--- config.mk ---
export PLATFORM = sky130hd
export DESIGN_NAME = des_key_sched_seq_flat
export DESIGN_NICKNAME = d
export VERILOG_FILES = /design/src/rtl/des_key_sched_seq_if.sv /design/src/rtl/des_key_sched_seq.sv /design/src/flat_wrapper.sv
export SDC_FILE = /design/constraint.sdc
export NUM_CORES = 1
export LEC_CHECK = 0
export CORE_ASPECT_RATIO = 1.25
export CORE_UTILIZATION = 30
export CTS_CLUSTER_DIAMETER = 200
export DETAILED_ROUTE_END_ITERATION = 16
export SETUP_SLACK_MARGIN = 0.15
export SYNTH_ARGS = -nofsm -noshare
export SYNTH_HDL_FRONTEND = slang
export SYNTH_SLANG_ARGS = --single-unit
--- constraint.sdc ---
create_clock -name clk -period 4.96 [get_ports clk]
set_input_delay 0.496 -clock clk [delete_from_list [all_inputs] [get_ports clk]]
set_output_delay 0.496 -clock clk [all_outputs]
set_load 0.02 [all_outputs]
--- src/rtl/des_key_sched_seq_if.sv ---
`default_nettype none
// ---------------------------------------------------------------------------
// des_key_sched_seq_if : key-load and subkey-stream handshake bundle. Rev 1.0
// ---------------------------------------------------------------------------
interface des_key_sched_seq_if #(
  parameter int KEY_COUNT = 1,
  parameter int KIDX_W    = 2
) ();
  logic                    key_valid;
  logic                    key_ready;
  logic [64*KEY_COUNT-1:0] key_in;
  logic                    mode_dec;
  logic                    abort;
  logic                    rk_valid;
  logic                    rk_ready;
  logic [47:0]             rk_data;
  logic [3:0]              rk_round;
  logic [KIDX_W-1:0]       rk_key_idx;
  logic                    rk_last;
  logic                    busy;

  modport master (
    output key_valid, key_in, mode_dec, abort, rk_ready,
    input  key_ready, rk_valid, rk_data, rk_round, rk_key_idx, rk_last, busy
  );

  modport slave (
    input  key_valid, key_in, mode_dec, abort, rk_ready,
    output key_ready, rk_valid, rk_data, rk_round, rk_key_idx, rk_last, busy
  );
endinterface
`default_nettype wire

--- src/rtl/des_key_sched_seq.sv ---
`default_nettype none
// ---------------------------------------------------------------------------
// des_key_sched_seq : sequential DES/3DES subkey streamer, one PC1/PC2. Rev 1.0
// ---------------------------------------------------------------------------
module des_key_sched_seq #(
  parameter int KEY_COUNT = 1,
  parameter int KIDX_W    = 2
) (
  input wire logic          clk,
  input wire logic          rst,
  des_key_sched_seq_if.slave bus
);

  generate
    if (KEY_COUNT != 1 && KEY_COUNT != 3) begin : g_bad_key_count
      $error("des_key_sched_seq: KEY_COUNT must be 1 or 3");
    end
  endgenerate

  localparam int PC1_TAB [0:55] = '{
    57, 49, 41, 33, 25, 17,  9,  1, 58, 50, 42, 34, 26, 18,
    10,  2, 59, 51, 43, 35, 27, 19, 11,  3, 60, 52, 44, 36,
    63, 55, 47, 39, 31, 23, 15,  7, 62, 54, 46, 38, 30, 22,
    14,  6, 61, 53, 45, 37, 29, 21, 13,  5, 28, 20, 12,  4};

  localparam int PC2_TAB [0:47] = '{
    14, 17, 11, 24,  1,  5,  3, 28, 15,  6, 21, 10,
    23, 19, 12,  4, 26,  8, 16,  7, 27, 20, 13,  2,
    41, 52, 31, 37, 47, 55, 30, 40, 51, 45, 33, 48,
    44, 49, 39, 56, 34, 53, 46, 42, 50, 36, 29, 32};

  // Bit n set means subkey K(n+1) uses a 2-position shift, clear means 1.
  localparam logic [15:0] SHIFT2 = 16'b0111_1110_1111_1100;

  typedef enum logic [0:0] {ST_IDLE = 1'b0, ST_RUN = 1'b1} state_t;

  function automatic logic [55:0] f_pc1(input logic [63:0] k);
    logic [55:0] r;
    r = '0;
    for (int i = 0; i < 56; i++) r[6'(55 - i)] = k[6'(64 - PC1_TAB[i])];
    return r;
  endfunction

  function automatic logic [47:0] f_pc2(input logic [55:0] cd);
    logic [47:0] r;
    r = '0;
    for (int i = 0; i < 48; i++) r[6'(47 - i)] = cd[6'(56 - PC2_TAB[i])];
    return r;
  endfunction

  function automatic logic [27:0] f_rl28(input logic [27:0] x, input logic two);
    return two ? {x[25:0], x[27:26]} : {x[26:0], x[27]};
  endfunction

  function automatic logic [27:0] f_rr28(input logic [27:0] x, input logic two);
    return two ? {x[1:0], x[27:2]} : {x[0], x[27:1]};
  endfunction

  function automatic logic [55:0] f_rotl(input logic [55:0] cd, input logic two);
    return {f_rl28(cd[55:28], two), f_rl28(cd[27:0], two)};
  endfunction

  function automatic logic [55:0] f_rotr(input logic [55:0] cd, input logic two);
    return {f_rr28(cd[55:28], two), f_rr28(cd[27:0], two)};
  endfunction

  // 3DES EDE order: encrypt walks keys 0,1,2; decrypt walks 2,1,0.
  function automatic logic [1:0] f_kidx(input logic [1:0] step, input logic dec);
    if (KEY_COUNT == 1) return 2'd0;
    return dec ? (2'd2 - step) : step;
  endfunction

  // Middle key of an EDE triple runs opposite to the selected mode.
  function automatic logic f_dir(input logic [1:0] step, input logic dec);
    if (KEY_COUNT == 1) return dec;
    return dec ? (step != 2'd1) : (step == 2'd1);
  endfunction

  function automatic logic [63:0] f_sel_key(input logic [64*KEY_COUNT-1:0] keys,
                                            input logic [1:0] idx);
    logic [63:0] r;
    r = keys[63:0];
    for (int k = 0; k < KEY_COUNT; k++) if (idx == 2'(k)) r = keys[64*k +: 64];
    return r;
  endfunction

  // Decrypt starts from the unrotated C0/D0, which already yields K16.
  function automatic logic [55:0] f_load(input logic [63:0] key, input logic dec);
    logic [55:0] p;
    p = f_pc1(key);
    return dec ? p : f_rotl(p, 1'b0);
  endfunction

  state_t                  state_q, state_d;
  logic [64*KEY_COUNT-1:0] key_q, key_d;
  logic                    mode_q, mode_d;
  logic [3:0]              beat_q, beat_d;
  logic [1:0]              step_q, step_d;
  logic [55:0]             cd_q, cd_d;

  logic       run;
  logic       cur_dir;
  logic [1:0] cur_idx;
  logic       last_step;
  logic [3:0] beat_nxt;
  logic [1:0] step_nxt;

  always_comb begin
    run       = (state_q == ST_RUN);
    cur_dir   = f_dir(step_q, mode_q);
    cur_idx   = f_kidx(step_q, mode_q);
    last_step = (step_q == 2'(KEY_COUNT - 1));
    beat_nxt  = beat_q + 4'd1;
    step_nxt  = step_q + 2'd1;
  end

  always_comb begin
    state_d = state_q;
    key_d   = key_q;
    mode_d  = mode_q;
    beat_d  = beat_q;
    step_d  = step_q;
    cd_d    = cd_q;
    case (state_q)
      ST_IDLE: begin
        if (bus.key_valid) begin
          key_d   = bus.key_in;
          mode_d  = bus.mode_dec;
          beat_d  = 4'd0;
          step_d  = 2'd0;
          cd_d    = f_load(f_sel_key(bus.key_in, f_kidx(2'd0, bus.mode_dec)),
                           f_dir(2'd0, bus.mode_dec));
          state_d = ST_RUN;
        end
      end
      ST_RUN: begin
        if (bus.rk_ready) begin
          if (beat_q == 4'd15) begin
            if (last_step) begin
              state_d = ST_IDLE;
            end else begin
              step_d = step_nxt;
              beat_d = 4'd0;
              cd_d   = f_load(f_sel_key(key_q, f_kidx(step_nxt, mode_q)),
                              f_dir(step_nxt, mode_q));
            end
          end else begin
            beat_d = beat_nxt;
            // Undo the shift of the subkey just emitted when walking K16..K1.
            cd_d   = cur_dir ? f_rotr(cd_q, SHIFT2[4'(5'd16 - {1'b0, beat_nxt})])
                             : f_rotl(cd_q, SHIFT2[beat_nxt]);
          end
        end
      end
      default: state_d = ST_IDLE;
    endcase
    if (bus.abort) state_d = ST_IDLE;
  end

  always_ff @(posedge clk) begin
    if (rst) begin
      state_q <= ST_IDLE;
      key_q   <= '0;
      mode_q  <= 1'b0;
      beat_q  <= 4'd0;
      step_q  <= 2'd0;
      cd_q    <= '0;
    end else begin
      state_q <= state_d;
      key_q   <= key_d;
      mode_q  <= mode_d;
      beat_q  <= beat_d;
      step_q  <= step_d;
      cd_q    <= cd_d;
    end
  end

  assign bus.key_ready  = !run;
  assign bus.busy       = run;
  assign bus.rk_valid   = run;
  assign bus.rk_data    = run ? f_pc2(cd_q) : 48'd0;
  assign bus.rk_round   = run ? (cur_dir ? (4'd15 - beat_q) : beat_q) : 4'd0;
  assign bus.rk_key_idx = run ? KIDX_W'(cur_idx) : '0;
  assign bus.rk_last    = run && last_step && (beat_q == 4'd15);

endmodule
`default_nettype wire

--- src/flat_wrapper.sv ---
// flat-port wrapper written by rule: the top's interface ports become plain ports
module des_key_sched_seq_flat 
#(
  parameter int KEY_COUNT = 1,
  parameter int KIDX_W    = 2
)
  (clk, rst, bus_key_valid, bus_key_in, bus_mode_dec, bus_abort, bus_rk_ready, bus_key_ready, bus_rk_valid, bus_rk_data, bus_rk_round, bus_rk_key_idx, bus_rk_last, bus_busy);
  des_key_sched_seq_if #(.KEY_COUNT(KEY_COUNT), .KIDX_W(KIDX_W)) bus_i ();
  input wire logic clk;
  input wire logic rst;
  input wire logic [$bits(bus_i.key_valid)-1:0] bus_key_valid;
  input wire logic [$bits(bus_i.key_in)-1:0] bus_key_in;
  input wire logic [$bits(bus_i.mode_dec)-1:0] bus_mode_dec;
  input wire logic [$bits(bus_i.abort)-1:0] bus_abort;
  input wire logic [$bits(bus_i.rk_ready)-1:0] bus_rk_ready;
  output wire logic [$bits(bus_i.key_ready)-1:0] bus_key_ready;
  output wire logic [$bits(bus_i.rk_valid)-1:0] bus_rk_valid;
  output wire logic [$bits(bus_i.rk_data)-1:0] bus_rk_data;
  output wire logic [$bits(bus_i.rk_round)-1:0] bus_rk_round;
  output wire logic [$bits(bus_i.rk_key_idx)-1:0] bus_rk_key_idx;
  output wire logic [$bits(bus_i.rk_last)-1:0] bus_rk_last;
  output wire logic [$bits(bus_i.busy)-1:0] bus_busy;
  assign bus_i.key_valid = bus_key_valid;
  assign bus_i.key_in = bus_key_in;
  assign bus_i.mode_dec = bus_mode_dec;
  assign bus_i.abort = bus_abort;
  assign bus_i.rk_ready = bus_rk_ready;
  assign bus_key_ready = bus_i.key_ready;
  assign bus_rk_valid = bus_i.rk_valid;
  assign bus_rk_data = bus_i.rk_data;
  assign bus_rk_round = bus_i.rk_round;
  assign bus_rk_key_idx = bus_i.rk_key_idx;
  assign bus_rk_last = bus_i.rk_last;
  assign bus_busy = bus_i.busy;
  des_key_sched_seq #(.KEY_COUNT(KEY_COUNT), .KIDX_W(KIDX_W)) u_core (.clk(clk), .rst(rst), .bus(bus_i));
endmodule
==> results of run 1 <==
-- cells in the mapped netlist, types with 4 or more instances --
| master | instances |
|---|---|
| mux2_2 | 7 |
| nor3_1 | 8 |
| and2_1 | 27 |
| o21ai_0 | 18 |
| nor3b_1 | 8 |
| clkbuf_1 | 33 |
| xnor2_1 | 5 |
| o221ai_1 | 43 |
| nor2_1 | 46 |
| and3_1 | 5 |
| buf_1 | 4 |
| a221oi_1 | 9 |
| a21oi_1 | 37 |
| nand2_1 | 99 |
| a221o_1 | 12 |
| nand3_1 | 25 |
| inv_1 | 6 |
| o31ai_1 | 7 |
| buf_2 | 16 |
| buf_4 | 29 |
| dfxtp_1 | 80 |
| or3_1 | 9 |
| mux2i_1 | 123 |
-- cell type report --
class | instances | area, um^2
tap | 228 | 285
clock buffer | 9 | 225
clock inverter | 7 | 72.6
multi-input combinational | 536 | 3590
fill | 1899 | 11700
sequential | 80 | 1600
inverter | 9 | 33.8
timing repair buffer | 65 | 626
-- state kept, by name (all words and copies together) (netlist names) --
signal and flops:
u_core.step_q 2, u_core.beat_q 4, u_core.bus.busy 1, u_core.key_q 16, u_core.cd_q 56, u_core.cur_dir 1
-- cells by family after synthesis --
logic type | Yosys count
buffers and inverters | 95
muxes | 130
xor gates and xnor gates | 5
AOI/OAI and AO/OA | 137
adders and majority gates | 3
other | 1
and+or+nand+nor | 237
DFF | 80
-- layer usage --
metal | GRT usage (%) | part of all wire (%) | vias up
met5 | 0 | 0 | -
met4 | 3.97 | 0.94 | 0
met3 | 2.99 | 4.2 | 8
met2 | 22.2 | 43 | 115
met1 | 23.3 | 52 | 2254
li1 | - | - | 2482
-- stage by stage --
step / utilization [%] / total power (uW)
4_1_cts: 35.4 / 1640
3_3_place_gp: 33.8 / 962
5_1_grt: 35.4 / 1700
3_5_place_dp: 33.8 / 965
2_1_floorplan: - / 904
6_report: 35.4 / 1620
-- worst register-to-register path, cell delays in order, from the launching register on --
cell and delay (ns):
dfxtp_1 0.52, ha_1 0.43, and3_1 0.61, or2_1 0.28, or3_1 0.73, buf_4 0.36
o221ai_1 0.16
-- power groups by stage --
| stage | logic (uW) | clock network [uW] | registers [uW] |
|---|---|---|---|
| finish | 255 | 671 | 696 |
| global route | 282 | 715 | 700 |
| CTS | 255 | 686 | 696 |
| detailed placement | 255 | 0 | 711 |
| global placement | 252 | 0 | 710 |
| floorplan | 205 | 0 | 699 |
-- worst min path at each step --
stage / endpoint / slack [ns] / cells past startpoint
finish: u_core.key_q[3] / 0.47 / 2
global route: u_core.key_q[19] / 0.49 / 2
CTS: u_core.key_q[19] / 0.47 / 2
detailed placement: u_core.key_q[19] / 0.46 / 2
global placement: u_core.key_q[2] / 0.46 / 2
floorplan: u_core.key_q[10] / 0.45 / 2
==> metrics.md, run 1 <==
| Metric | Value |
|---|---|
| DP Area | `6140 um^2` |
| CP arrival | `2.77 ns` |
| Post-synthesis sequential area ratio | `28.6%` |
| Final setup margin | `1.69 ns` |
| Clock sink count | `80` |
| Design area | `6440 um^2` |
| Stages on worst setup path | `4` |
| Mapped cell area | `approximately 5600 um^2` |
| Max-Cap Viols | `0` |
| Synth Register Bits | `80` |
| Slowest stage cell, crit path | `clkdlybuf4s50_1` |
| Warnings from Yosys | `0` |
| Total Routing Usage GR | `15.5%` |
| Cell Chain, Critical Path | `ha_1, and3_1, and3_1, clkdlybuf4s50_1` |
| Gp weighted congestion | `0.768` |
| Clock Latency Late Sink | `approximately 0.34 ns` |
| Number of cells produced by synthesis | `688` |
| Initial DRC count | `426` |
| Gr ovfl total | `0` |
| Fin Hold WS | `0.474 ns` |
| Hold crit path type | `flip-flop to flip-flop` |
| Setup TNS | `0 ns` |
| FF-to-FF setup slack | `1.73 ns` |
| Ant. Diodes | `0` |
| Pwr Density | `between 200 and 300 nW/um^2` |
| DRC viols | `0` |
| Layout cells sized above 1 | `5.67%` |
| Core footprint | `roughly 18000 um^2` |
| Initial antenna violation count | `0` |
| XOR/XNOR share of the synthesized area | `less than 1%` |
| Peak VDD IR | `198 uV` |
| Pre-CTS WS | `approximately 1.7 ns` |
| Sw Ratio | `28.8%` |
| Finish-stage setup viols | `0` |
| Int Power | `between 1000 and 1500 uW` |
| Class of the most critical setup path | `flip-flop to primary output` |
| NumNets Final | `774` |
| Post-CTS setup buffers | `0` |
| Synth Flop Type | `dfxtp_1` |
| Outcome | `finished clean` |
| Crit path from | `u_core.beat_q[0]` |
| Leading cell type in the layout, fill and taps excluded | `mux2i_1` |
| Final hold violation count | `0` |
| Main combinational cell family by area after synthesis | `multiplexers` |
| Crit path time final | `3.27 ns` |
| Crit-path max cell delay | `0.62 ns` |
| Req. time, crit path | `roughly 4.5 ns` |
| Reg2reg end | `u_core.cd_q[52]` |
| CTS tree | `yes` |
| Initial core utilization | `30.8%` |
| Slew Viols, Final | `0` |
| Worst clock skew | `0.00833 ns` |
| Multiplexer share of the synthesized area | `23.4%` |
| Adder-cell share of the synthesized area | `0.671%` |
| CP startpoint kind | `flip-flop` |
| Clock share of power | `41.4%` |
| Min-delay src | `u_core.key_q[3]` |
| Die area | `19200 um^2` |
| Switching power | `467 uW` |
| Combinational share of power | `15.7%` |
| Routed WL | `14200 um` |
| Vias | `4859` |
| Sequential power share | `a little over two fifths` |
| Gates resized, CTS repair | `0` |
| Async SR Flop Fraction | `0%` |
| Depth of the most critical reg-to-reg path | `6` |
| I/O pins | `128` |
| DRT antenna net count | `0` |
| Post-synth top area share | `28.6%` |
| Non-filler cells, final | `just over 900` |
| Port Buf Inserts | `55` |
| RSZ-0062 raised after global routing | `false` |
| CTS buffer count | `9` |
| Synth area leader | `dfxtp_1` |
| Syn Area/Cell | `8.13 um^2` |
| Rows | `55` |
| Post-synth EDFFs | `0` |
| Most frequent cells in the layout | `mux2i_1, nand2_1, dfxtp_1` |
| Final period util | `between 60% and 70%` |
| WP buf/inv | `1` |
| Top post-synthesis cells by area | `dfxtp_1, mux2i_1, o221ai_1, nand2_1, buf_4` |
| Vias in the first global route | `between 4000 and 5000` |
| Area growth, synth to finish | `15.1%` |
| Die Height | `roughly 150 um` |
| Compound-Gate Fraction of Synth Area | `17.8%` |
| Top delay family on crit path | `simple AND/OR/NAND/NOR gates` |
| Vias per inst | `between 5 and 6` |
| Most used cell along the critical path | `and3_1` |
| Worst slew margin | `about 37%` |
| H-tree levels | `3` |
| Crit. End Element | `primary output` |
| Clock root buffer | `clkbuf_16` |
| Die width | `about 120 um` |
| Worst Setup EP | `bus_rk_last` |
| Largest net degree at the start of global routing | `64` |
| CTS clk-pin slew, worst paths | `0.07 ns` |
| First-pass DRT Iterations | `7` |
| Dpl cells | `a little over 900` |
| Number of hold buffers added after CTS | `0` |
| Netlist cell types | `45` |
| Worst r2r src | `u_core.beat_q[0]` |
| Dpl hpwl | `~9500 um` |
| Worst Tran Pin Value | `0.942 ns` |
| Avg WL per Cell | `15.2 um` |
| Leak | `~0.0020 uW` |
| Simple-gate portion of the synthesized area | `19.5%` |
| First-pass GRT wire length | `23900 um` |
| CP max FO | `18` |
| Achievable frequency | `approximately 300 MHz` |
| Maximum clock insertion buffer count | `2` |
(Power assumes the default switching activity.)
==> run 2, diff against run 1 <==
clock period = 3.15 ns   (was 4.96 ns; I/O delays follow)
==> metrics.md, run 2 (synthesis gave the netlist of run 1 again) <==
| Metric | Value |
|---|---|
| Outcome | `finished clean` |
| Initial DRC count | `405 (-4.9%)` |
| RSZ-0062 raised after global routing | `false` |
| Maximum clock insertion buffer count | `2 (unchanged)` |
| Dpl hpwl | `9560 um (+0.18%)` |
| Layout cells sized above 1 | `7.39% (+1.7 points)` |
| Vias | `4925 (+1.4%)` |
| CTS buffer count | `9 (unchanged)` |
| Max reg flops | `56 (unchanged)` |
| Slew Viols, Final | `0 (unchanged)` |
| Vias in the first global route | `4428 (-1.5%)` |
| Final period util | `87.9%` |
| Worst slew margin | `35.7% (-0.99 points)` |
| Worst Tran Pin Value | `0.957 ns (+0.0148 ns)` |
| Leak | `0.00212 uW (+4.3%)` |
| Req. time, crit path | `3.41 ns (-1.05 ns)` |
| Clock root buffer | `clkbuf_16` |
| Routed WL | `14400 um (+1.2%)` |
| Rows | `55 (unchanged)` |
| Pre-CTS WS | `0.326 ns (-1.40 ns)` |
| Clock Latency Late Sink | `0.35 ns (about the same)` |
| Max-Cap Viols | `0 (unchanged)` |
| Final hold violation count | `0 (unchanged)` |
| Multi-input logic area | `3590 um^2 (-0.14%)` |
| Crit. End Element | `flip-flop` |
| Die width | `124 um (unchanged)` |
| NumNets Final | `785 (+1.4%)` |
| Top Registers | `u_core.cd_q (56), u_core.key_q (16), u_core.beat_q (4)` |
| Pwr Density | `395 nW/um^2 (+57%)` |
| Ant. Diodes | `0 (unchanged)` |
| Register area | `1610 um^2 (+0.16%)` |
| DRT antenna net count | `0 (unchanged)` |
| Post-CTS setup buffers | `0 (unchanged)` |
| Clock sink count | `80 (unchanged)` |
| Initial core utilization | `30.8% (unchanged)` |
| Gr ovfl total | `0 (unchanged)` |
| Finish-stage setup viols | `0 (unchanged)` |
| Vias per inst | `5.21 (+0.18%)` |
| Largest net degree at the start of global routing | `64 (unchanged)` |
| Avg WL per Cell | `15.2 um (about the same)` |
| Final setup margin | `0.383 ns (-1.31 ns)` |
| Core footprint | `18200 um^2 (unchanged)` |
| CP startpoint kind | `flip-flop` |
| CTS tree | `yes` |
| First-pass GRT wire length | `23700 um (-0.81%)` |
| Layout fillers | `1914 (+0.79%)` |
| Die Height | `155 um (unchanged)` |
| Gp weighted congestion | `0.747 (-2.6%)` |
| Crit path time final | `2.77 ns` |
| Die area | `19200 um^2 (unchanged)` |
| Total Routing Usage GR | `15.3% (-0.16 points)` |
| Area growth, synth to finish | `18.0%` |
| Achievable frequency | `about 360 MHz` |
| CP arrival | `3.03 ns (+0.26 ns)` |
| H-tree levels | `3 (unchanged)` |
| First-pass DRT Iterations | `5 (-2)` |
| Port Buf Inserts | `55 (unchanged)` |
| CTS clk-pin slew, worst paths | `0.07 ns (about the same)` |
| Initial antenna violation count | `0 (unchanged)` |
| I/O pins | `128 (unchanged)` |
| Class of the most critical setup path | `flip-flop to flip-flop` |
| DRC viols | `0 (unchanged)` |
| Hold crit path type | `flip-flop to flip-flop` |
| Leading cell type in the layout, fill and taps excluded | `mux2i_1` |
| Setup TNS | `0 ns (unchanged)` |
| Peak VDD IR | `338 uV (+71%)` |
| Most frequent cells in the layout | `mux2i_1, nand2_1, dfxtp_1` |
| Largest register by flop count | `u_core.cd_q` |
| Worst clock skew | `0.00935 ns (+0.00102 ns)` |
| CP max FO | `63 (+45)` |
==> run 2: worst max-delay path: stages (launching register included) <==
cell and delay (ns):
dfxtp_2 0.39, inv_2 0.07, ha_1 0.34, nand2b_1 0.19, o22ai_1 0.14, a221oi_1 0.10, or4_2 0.73, buf_12 0.24
nor3b_1 0.20, o31ai_1 0.23
==> run 2: stage by stage <==
stage               cell area (um^2)  utilization, %  total power (uW)  hold slack, ns  std cells
floorplan                       5680               -              1420           0.404        711
global placement                6290            34.6              1530           0.457        929
detailed placement              6290            34.6              1540           0.461        929
CTS                             6600            36.3              2630           0.471        945
global route                    6600            36.3              2720           0.481        945
finish                          6600            36.3              2610           0.467        945
==> run 2: path summary, 6_finish.rpt <==
| check | start | end | slack [ns] | cells after the start |
|---|---|---|---|---|
| worst max register to register | u_core.beat_q[0] | u_core.cd_q[0] | 0.38 | 9 |
| worst min-delay path | u_core.key_q[12] | u_core.key_q[12] | 0.47 | 2 |
| worst max-delay path | u_core.beat_q[0] | u_core.cd_q[0] | 0.38 | 9 |
| worst min register to register | u_core.key_q[12] | u_core.key_q[12] | 0.47 | 2 |
==> run 2: layer usage <==
metal / global-route usage, % / part of all wire, %
met5: 0 / 0
met4: 4.65 / 1.1
met3: 2.69 / 4.4
met2: 21.8 / 43
met1: 23.1 / 51
==> run 2: layout make-up <==
type / count / area share, %
Clock buffer: 9 / 3.41
Clock inverter: 7 / 1.18
Inverter: 9 / 0.512
Multi-Input combinational cell: 536 / 54.4
Sequential cell: 80 / 24.3
Tap cell: 228 / 4.32
Timing Repair Buffer: 76 / 11.9
==> run 2: power by group <==
| part | internal [uW] | leakage, uW | switching (uW) |
|---|---|---|---|
| sequential | 1050 | 0.000652 | 50.9 |
| combinational | 173 | 0.00132 | 246 |
| clock | 624 | 0.000147 | 468 |
==> run 2: timing repair <==
item | 4_1_cts | 5_1_grt
setup endpoints to repair | 0 | 5
hold buffers | 0 | 0
hold endpoints to repair | 0 | 0
gates resized for setup | 0 | 2
